`src/rtl/scm_rr_arbiter_if.sv`:
```
// Bundle of requester handshakes and SCM port signals for the two-port SCM arbiter.
// slave: arbiter side. master: requesters plus the SCM macro.
interface scm_rr_arbiter_if #(
  parameter int ADDR_WIDTH = 7,
  parameter int DATA_WIDTH = 32
);
  logic                  wr_req0, wr_req1;
  logic [ADDR_WIDTH-1:0] wr_addr0, wr_addr1;
  logic [DATA_WIDTH-1:0] wr_data0, wr_data1;
  logic                  wr_gnt0, wr_gnt1;
  logic                  rd_req0, rd_req1;
  logic [ADDR_WIDTH-1:0] rd_addr0, rd_addr1;
  logic                  rd_gnt0, rd_gnt1;
  logic                  rd_vld0, rd_vld1;
  logic [DATA_WIDTH-1:0] rd_data;
  logic                  scm_we;
  logic [ADDR_WIDTH-1:0] scm_waddr;
  logic [DATA_WIDTH-1:0] scm_din;
  logic                  scm_re;
  logic [ADDR_WIDTH-1:0] scm_raddr;
  logic [DATA_WIDTH-1:0] scm_dout;

  modport slave (
    input  wr_req0, wr_req1, wr_addr0, wr_addr1, wr_data0, wr_data1,
    input  rd_req0, rd_req1, rd_addr0, rd_addr1, scm_dout,
    output wr_gnt0, wr_gnt1, rd_gnt0, rd_gnt1, rd_vld0, rd_vld1, rd_data,
    output scm_we, scm_waddr, scm_din, scm_re, scm_raddr
  );

  modport master (
    output wr_req0, wr_req1, wr_addr0, wr_addr1, wr_data0, wr_data1,
    output rd_req0, rd_req1, rd_addr0, rd_addr1, scm_dout,
    input  wr_gnt0, wr_gnt1, rd_gnt0, rd_gnt1, rd_vld0, rd_vld1, rd_data,
    input  scm_we, scm_waddr, scm_din, scm_re, scm_raddr
  );
endinterface

```
`src/rtl/scm_rr_arbiter.sv`:
```
// Two-requester round-robin arbiter for a two-port SCM: independent write and
// read arbitration, read-after-write hazard masking, tagged read return path.
module scm_rr_arbiter #(
  parameter int ADDR_WIDTH = 7,
  parameter int DATA_WIDTH = 32,
  parameter int RD_LAT     = 1
) (
  input logic              clk,
  input logic              rst,
  scm_rr_arbiter_if.slave  bus
);

  logic                  wr_ptr, rd_ptr;
  logic                  wr_gnt0, wr_gnt1, rd_gnt0, rd_gnt1;
  logic                  we, re, elig0, elig1;
  logic [ADDR_WIDTH-1:0] waddr, raddr;
  logic [DATA_WIDTH-1:0] din;
  logic [RD_LAT-1:0]     vld_sr, id_sr;
  logic                  out_vld, out_id;

  // Write round-robin: a lone request wins, a tie goes to wr_ptr.
  always_comb begin
    wr_gnt0 = 1'b0;
    wr_gnt1 = 1'b0;
    if (!rst) begin
      wr_gnt0 = bus.wr_req0 && (!bus.wr_req1 || !wr_ptr);
      wr_gnt1 = bus.wr_req1 && (!bus.wr_req0 ||  wr_ptr);
    end
  end

  // Write port mux from the granted requester, zero when idle.
  always_comb begin
    we    = wr_gnt0 | wr_gnt1;
    waddr = '0;
    din   = '0;
    if (wr_gnt1) begin
      waddr = bus.wr_addr1;
      din   = bus.wr_data1;
    end else if (wr_gnt0) begin
      waddr = bus.wr_addr0;
      din   = bus.wr_data0;
    end
  end

  // A read that hits the address being written this cycle waits a cycle.
  always_comb begin
    elig0 = bus.rd_req0 && !(we && (bus.rd_addr0 == waddr));
    elig1 = bus.rd_req1 && !(we && (bus.rd_addr1 == waddr));
  end

  // Read round-robin over eligible requests, then read port mux.
  always_comb begin
    rd_gnt0 = 1'b0;
    rd_gnt1 = 1'b0;
    raddr   = '0;
    if (!rst) begin
      rd_gnt0 = elig0 && (!elig1 || !rd_ptr);
      rd_gnt1 = elig1 && (!elig0 ||  rd_ptr);
    end
    if (rd_gnt1)      raddr = bus.rd_addr1;
    else if (rd_gnt0) raddr = bus.rd_addr0;
    re = rd_gnt0 | rd_gnt1;
  end

  // Pointers move to the other requester after a grant; granting 0 means
  // next priority is 1, so the new pointer value equals gnt0.
  always_ff @(posedge clk or posedge rst) begin
    if (rst) begin
      wr_ptr <= 1'b0;
      rd_ptr <= 1'b0;
    end else begin
      if (we) wr_ptr <= wr_gnt0;
      if (re) rd_ptr <= rd_gnt0;
    end
  end

  // Return-path tag pipeline: {valid, requester id} follows the SCM latency.
  always_ff @(posedge clk or posedge rst) begin
    if (rst) begin
      vld_sr <= '0;
      id_sr  <= '0;
    end else begin
      vld_sr[0] <= re;
      id_sr[0]  <= rd_gnt1;
      for (int unsigned i = 1; i < RD_LAT; i++) begin
        vld_sr[i] <= vld_sr[i-1];
        id_sr[i]  <= id_sr[i-1];
      end
    end
  end

  assign out_vld = vld_sr[RD_LAT-1] & ~rst;
  assign out_id  = id_sr[RD_LAT-1];

  assign bus.wr_gnt0   = wr_gnt0;
  assign bus.wr_gnt1   = wr_gnt1;
  assign bus.rd_gnt0   = rd_gnt0;
  assign bus.rd_gnt1   = rd_gnt1;
  assign bus.scm_we    = we;
  assign bus.scm_waddr = waddr;
  assign bus.scm_din   = din;
  assign bus.scm_re    = re;
  assign bus.scm_raddr = raddr;
  assign bus.rd_vld0   = out_vld & ~out_id;
  assign bus.rd_vld1   = out_vld &  out_id;
  assign bus.rd_data   = out_vld ? bus.scm_dout : '0;

endmodule

```
`src/flat_wrapper.sv`:
```
// flat-port wrapper written by rule: the top's interface ports become plain ports
module scm_rr_arbiter_flat 
#(
  parameter int ADDR_WIDTH = 7,
  parameter int DATA_WIDTH = 32,
  parameter int RD_LAT     = 1
)
  (clk, rst, bus_wr_req0, bus_wr_req1, bus_wr_addr0, bus_wr_addr1, bus_wr_data0, bus_wr_data1, bus_rd_req0, bus_rd_req1, bus_rd_addr0, bus_rd_addr1, bus_scm_dout, bus_wr_gnt0, bus_wr_gnt1, bus_rd_gnt0, bus_rd_gnt1, bus_rd_vld0, bus_rd_vld1, bus_rd_data, bus_scm_we, bus_scm_waddr, bus_scm_din, bus_scm_re, bus_scm_raddr);
  scm_rr_arbiter_if #(.ADDR_WIDTH(ADDR_WIDTH), .DATA_WIDTH(DATA_WIDTH)) bus_i ();
  input logic clk;
  input logic rst;
  input wire logic [$bits(bus_i.wr_req0)-1:0] bus_wr_req0;
  input wire logic [$bits(bus_i.wr_req1)-1:0] bus_wr_req1;
  input wire logic [$bits(bus_i.wr_addr0)-1:0] bus_wr_addr0;
  input wire logic [$bits(bus_i.wr_addr1)-1:0] bus_wr_addr1;
  input wire logic [$bits(bus_i.wr_data0)-1:0] bus_wr_data0;
  input wire logic [$bits(bus_i.wr_data1)-1:0] bus_wr_data1;
  input wire logic [$bits(bus_i.rd_req0)-1:0] bus_rd_req0;
  input wire logic [$bits(bus_i.rd_req1)-1:0] bus_rd_req1;
  input wire logic [$bits(bus_i.rd_addr0)-1:0] bus_rd_addr0;
  input wire logic [$bits(bus_i.rd_addr1)-1:0] bus_rd_addr1;
  input wire logic [$bits(bus_i.scm_dout)-1:0] bus_scm_dout;
  output wire logic [$bits(bus_i.wr_gnt0)-1:0] bus_wr_gnt0;
  output wire logic [$bits(bus_i.wr_gnt1)-1:0] bus_wr_gnt1;
  output wire logic [$bits(bus_i.rd_gnt0)-1:0] bus_rd_gnt0;
  output wire logic [$bits(bus_i.rd_gnt1)-1:0] bus_rd_gnt1;
  output wire logic [$bits(bus_i.rd_vld0)-1:0] bus_rd_vld0;
  output wire logic [$bits(bus_i.rd_vld1)-1:0] bus_rd_vld1;
  output wire logic [$bits(bus_i.rd_data)-1:0] bus_rd_data;
  output wire logic [$bits(bus_i.scm_we)-1:0] bus_scm_we;
  output wire logic [$bits(bus_i.scm_waddr)-1:0] bus_scm_waddr;
  output wire logic [$bits(bus_i.scm_din)-1:0] bus_scm_din;
  output wire logic [$bits(bus_i.scm_re)-1:0] bus_scm_re;
  output wire logic [$bits(bus_i.scm_raddr)-1:0] bus_scm_raddr;
  assign bus_i.wr_req0 = bus_wr_req0;
  assign bus_i.wr_req1 = bus_wr_req1;
  assign bus_i.wr_addr0 = bus_wr_addr0;
  assign bus_i.wr_addr1 = bus_wr_addr1;
  assign bus_i.wr_data0 = bus_wr_data0;
  assign bus_i.wr_data1 = bus_wr_data1;
  assign bus_i.rd_req0 = bus_rd_req0;
  assign bus_i.rd_req1 = bus_rd_req1;
  assign bus_i.rd_addr0 = bus_rd_addr0;
  assign bus_i.rd_addr1 = bus_rd_addr1;
  assign bus_i.scm_dout = bus_scm_dout;
  assign bus_wr_gnt0 = bus_i.wr_gnt0;
  assign bus_wr_gnt1 = bus_i.wr_gnt1;
  assign bus_rd_gnt0 = bus_i.rd_gnt0;
  assign bus_rd_gnt1 = bus_i.rd_gnt1;
  assign bus_rd_vld0 = bus_i.rd_vld0;
  assign bus_rd_vld1 = bus_i.rd_vld1;
  assign bus_rd_data = bus_i.rd_data;
  assign bus_scm_we = bus_i.scm_we;
  assign bus_scm_waddr = bus_i.scm_waddr;
  assign bus_scm_din = bus_i.scm_din;
  assign bus_scm_re = bus_i.scm_re;
  assign bus_scm_raddr = bus_i.scm_raddr;
  scm_rr_arbiter #(.ADDR_WIDTH(ADDR_WIDTH), .DATA_WIDTH(DATA_WIDTH), .RD_LAT(RD_LAT)) u_core (.clk(clk), .rst(rst), .bus(bus_i));
endmodule
```
`config.mk`:
```
export PLATFORM = sky130hd
export DESIGN_NAME = scm_rr_arbiter_flat
export DESIGN_NICKNAME = d
export VERILOG_FILES = /design/src/rtl/scm_rr_arbiter_if.sv /design/src/rtl/scm_rr_arbiter.sv /design/src/flat_wrapper.sv
export SDC_FILE = /design/constraint.sdc
export NUM_CORES = 1
export LEC_CHECK = 0
export CORE_AREA = 2 2 84 86
export CTS_CLUSTER_DIAMETER = 80
export DETAILED_ROUTE_END_ITERATION = 8
export DIE_AREA = 0 0 86 88
export GPL_TIMING_DRIVEN = 0
export HOLD_SLACK_MARGIN = 0.12
export PLACE_DENSITY = 0.8
export SYNTH_ARGS = -nofsm -noshare
export SYNTH_HDL_FRONTEND = slang
export SYNTH_SLANG_ARGS = --single-unit
```
`constraint.sdc`:
```
create_clock -name clk -period 4.46 [get_ports clk]
set_clock_uncertainty 0.15 [all_clocks]
set_input_delay 0.669 -clock clk [delete_from_list [all_inputs] [get_ports clk]]
set_output_delay 0.669 -clock clk [all_outputs]
set_load 0.01 [all_outputs]
```
**Yosys cells after proc, flatten, opt, wreduce, memory -nomap -nowiden**

Index checks and enable logic that the tools add are counted.

- Mux-type cells: 11
- Reduce and logical (&&, ||, !) cells: 20
- Equality and inequality tests: 2
- Bitwise logic cells: 7

Operators with widths:

| kind | count |
|---|---|
| 32-bit two-way mux | 3 |
| 7-bit two-way mux | 4 |
| 7-bit equality test | 2 |
| 1-bit logical AND | 8 |
| 1-bit logical NOT | 8 |
| 1-bit logical OR | 4 |
| 1-bit two-way mux | 4 |
| 1-bit bitwise AND | 3 |
| 1-bit inverter | 2 |
| 1-bit OR | 2 |

- Bits of input ports: 130
- Output and inout bits: 86
- Register bits after elaboration: 4

**Depth between registers and ports, before layout**

- Depth after elaboration: 16
- Gate-level depth with buffers: 8
- Depth with buffers taken out: 7

**Worst setup path before layout**

Ideal clock, no wire load.

- Path type: input port to output port
- Start point: in bus_wr_req0
- End point: out bus_scm_raddr[0]
- Required time: 3.641 ns
- Cell stages on the path: 8
- Path buffers: 1
- Setup slack: 1.097 ns
- Arrival time: 2.544 ns
- Cell sequence: nand2b_1 -> buf_6 -> a32oi_1 -> xnor2_1 -> nand2_1 -> or4_4 -> a311o_4 -> o32ai_1

- Longest elaborated chain between the ends: 15

Ends and longest elaborated chain:

| what | line | source |
|---|---|---|
| from (decl) | flat_wrapper.sv:12 | `input wire logic [$bits(bus_i.wr_req0)-1:0] bus_wr_req0;` |
| 1-bit logical NOT | scm_rr_arbiter.sv:27 | `wr_gnt1 = bus.wr_req1 && (!bus.wr_req0 \|\| wr_ptr);` |
| 1-bit logical OR | scm_rr_arbiter.sv:27 |  |
| 1-bit logical AND | scm_rr_arbiter.sv:27 |  |
| 1-bit two-way mux | scm_rr_arbiter.sv:25 | `if (!rst) begin` |
| 7-bit two-way mux | scm_rr_arbiter.sv:36 | `if (wr_gnt1) begin` |
| 7-bit equality test | scm_rr_arbiter.sv:48 | `elig1 = bus.rd_req1 && !(we && (bus.rd_addr1 == waddr));` |
| 1-bit logical AND | scm_rr_arbiter.sv:48 |  |
| 1-bit logical NOT | scm_rr_arbiter.sv:48 |  |
| 1-bit logical AND | scm_rr_arbiter.sv:48 |  |
| 1-bit logical NOT | scm_rr_arbiter.sv:57 | `rd_gnt0 = elig0 && (!elig1 \|\| !rd_ptr);` |
| 1-bit logical OR | scm_rr_arbiter.sv:57 |  |
| 1-bit logical AND | scm_rr_arbiter.sv:57 |  |
| 1-bit two-way mux | scm_rr_arbiter.sv:56 | `if (!rst) begin` |
| 7-bit two-way mux | scm_rr_arbiter.sv:61 | `else if (rd_gnt0) raddr = bus.rd_addr0;` |
| 7-bit two-way mux (*) | scm_rr_arbiter.sv:60 | `if (rd_gnt1) raddr = bus.rd_addr1;` |
| to (decl) | flat_wrapper.sv:34 | `output wire logic [$bits(bus_i.scm_raddr)-1:0] bus_scm_raddr;` |

Every way passes the cells marked *; elsewhere a longest branch is shown, timed or not.

**Final worst setup path**

- Start point: in bus_wr_req0
- End point: out bus_scm_raddr[6]

Same word-level chain as after synthesis.

==> flow_metrics.tcl <==
set metrics [dict create \
    r2r-end "u_core.id_sr" \
    start_util_pct 18.7 \
    die_w_um 86 \
    synth-edff-count 0 \
    drt_wl_total_um 7240 \
    h-tree-depth 1 \
    diodes 0 \
    path_clk_slew_ns 0.03 \
    synth_adder_area_share_pct 0 \
    syn-num-nets 305 \
    final_util_pct 55.3 \
    max_cap_violations 0 \
    power.leakage_nw 1.48 \
    holdCritPathClass "reg -> reg" \
    grtUsageMet1_pct 21.8 \
    holdWs_ns 0.415 \
    numPortBuffers 215 \
    gp_congestion 0.766 \
    synthMuxAreaShare_pct 0 \
    synth-compound-area-share_pct 37.5 \
    cp-end-kind "output pin" \
    synth_top_cell_by_area "a22o_1" \
    status "complete, no violations" \
    hold_buffers 0 \
    synth_cells 175 \
    synth_area_um2 1240 \
    grt-ovfl-total 0 \
    hold_start "u_core.rd_ptr" \
    worst-r2r-cell-count 8 \
    relSlewSlack_pct 59.9 \
    worstSetupPathType "in -> out" \
    io_pins 216 \
    maxSlewViolCount 0 \
    met2_usage_pct 30.2 \
    yosysSeqAreaShare_pct 8.04 \
    synth_top_family_by_area "compound AO/OA/AOI/OAI gates" \
    cts_root_buffer "clkbuf_8" \
    cts_buffers 3 \
    cts.path.max_buffers 2 \
    yosys.area_share.simple_pct 34.2 \
    dp_hpwl_um 6060 \
    netlist.area_leader.share_pct 22.5 \
    seqCellArea_um2 100 \
    core-area_um2 6640 \
    ys.flop_type "dfrtp_1" \
    fin_nets 531 \
    synth_warnings 0 \
    drive_gt1_share_pct 6.02 \
    asyncSetResetFlopFracSynth_pct 100 \
    rr_startpoint "u_core.wr_ptr" \
    vias_per_cell 4.47 \
    synth.distinct_cells 28 \
    cpMaxStageDelayCell "clkdlybuf4s50_1" \
    startpoint_type "input pin" \
    finalPower_mw 0.502 \
    fin_crit_sh_pct 95.2 \
    synth_seq_cells 4 \
    final-hold-violation-count 0 \
    holdPathEnd "u_core.rd_ptr" \
    startpoint "bus_wr_req0" \
    rrSetupSlack_ns 1.82 \
    drtIter0Drc 56 \
    track_usage_pct 16.9 \
    row_count 30 \
    die_area_um2 7570 \
    avgSynthCellArea_um2 7.11 \
    dr.pass1.iters 4 \
    clkLatencyLatePin_ns 0.21 \
    antenna_found_initial 0 \
    die_y_um 88 \
    num_vias 2143 \
    drc 0 \
    rsz0062_at_grt "no" \
    crit_fanout 8 \
    worstPathArrival_ns 3.43 \
    synth_common_cells "and2_1, a22o_1, inv_1, clkbuf_1, nor2b_1" \
    fmax_mhz 236 \
    clock-sinks 4 \
    multiInputGateArea_um2 1100 \
    required_ns 3.64 \
    fin_crit_ns 4.25 \
    synth-xor-area-share_pct 9.85 \
    setup-violations-final 0 \
    cts_tree "yes" \
    hold_depth 2 \
    gr-usage-met3_pct 2.36 \
    yosys-top-cells-area "a22o_1, and2_1, dfrtp_1" \
    slowest_delay_ns 0.53 \
    yosysMostFrequentCell "and2_1" \
    power_density_nw_per_um2 137 \
    path_cells "clkdlybuf4s50_1 > nand2b_1 > buf_6 > a32oi_2 > xnor2_1 > nand2_1 > or4_4 > a311o_4 > o32ai_1 > dlygate4sd2_1" \
    wl_per_cell_um 15.1 \
    grt_pass1_vias 2106 \
    grt_max_degree 14 \
    grt_pass1_wl_um 10400 \
    top_usage_layer "met2" \
    fillers 594 \
    ant_nets 0 \
    syn_to_final_growth_pct 195 \
    ir_drop_v 0.0000671 \
    worstMarginPinSlew_ns 0.602 \
]
## cell type report
class / instances / area share (%)
Tap cell: 80 / 2.72
Timing Repair Buffer: 221 / 59.6
Buffer: 16 / 2.15
Sequential cell: 4 / 2.72
Clock buffer: 3 / 1.12
Multi-Input combinational cell: 139 / 30.1
Inverter: 16 / 1.63
## worst max-delay path, delay by kind of cell
kind	cells	cell delay, ns
compound gates	3	0.94
simple gates	3	0.67
buf+inv	3	0.99
xor+xnor	1	0.16
## worst max-delay path by stage
stage	endpoint	slack, ns	cells past startpoint
floorplan	bus_scm_raddr[0]	1.10	8
global placement	bus_scm_raddr[3]	-0.32	10
detailed placement	bus_scm_raddr[6]	-0.36	10
CTS	bus_rd_gnt1	-0.01	10
global route	bus_scm_raddr[5]	0.04	12
finish	bus_scm_raddr[6]	0.21	10
## state kept, by name, summed over array words and instances, names as in the netlist
register and cells:
u_core.rd_ptr 1, u_core.id_sr 1, u_core.wr_ptr 1, u_core.vld_sr 1
## stage by stage
| stage | setup slack [ns] | instance area [um2] | setup TNS [ns] | cells |
|---|---|---|---|---|
| final | 0.215 | 3670 | 0 | 479 |
| after global routing | 0.0401 | 3670 | 0 | 479 |
| after CTS | -0.0148 | 3650 | -0.0148 | 478 |
| after detailed placement | -0.362 | 3500 | -2.65 | 470 |
| after global placement | -0.323 | 3500 | -2.34 | 470 |
| after floorplan | 1.10 | 1240 | 0 | 175 |
## where the power goes
group	leakage, nW	switching (mW)	internal [mW]	total (mW)
logic	1.41	0.142	0.238	0.380
registers	0.0478	0.00492	0.0413	0.0463
clock network	0.0216	0.0185	0.0575	0.0761
total	1.48	0.165	0.337	0.502
## cell families (layout without fill, tap and decap cells)
logic type      after synthesis  count (layout)
xor+xnor                     14              14
buf+inv                      32             256
compound gates               53              53
flops                         4               4
simple gates                 72              72
## cells in the final DEF (no fill, tap or decap), drive strengths merged
cell type        n
and2            34
a311o            1
a22o            32
nand4            2
nor4             1
a32oi            6
o211ai           1
nor2             6
o32ai            7
xor2             6
xnor2            8
nor3             1
dlygate4sd2      8
a21oi            2
clkbuf          16
nand2           12
or4              1
a21boi           1
dlymetal6s2s     1
clkdlybuf4s50  206
a32o             1
and3             1
a31oi            2
inv             16
buf              9
dfrtp            4
nand2b           2
nor2b           12
## what timing repair did
item | CTS | global route
gates resized for setup | 20 | 2
setup buffers | 5 | 1
pin swaps | 2 | 1
setup endpoints to repair | 9 | 3
## per-layer routing
metal  vias up  wire length [um]
met4         0                52
met1       986              2990
met2        79              3810
met3         4               389
met5         -                 0
li1       1074                 -
Power figures use the tool's default switching activity.
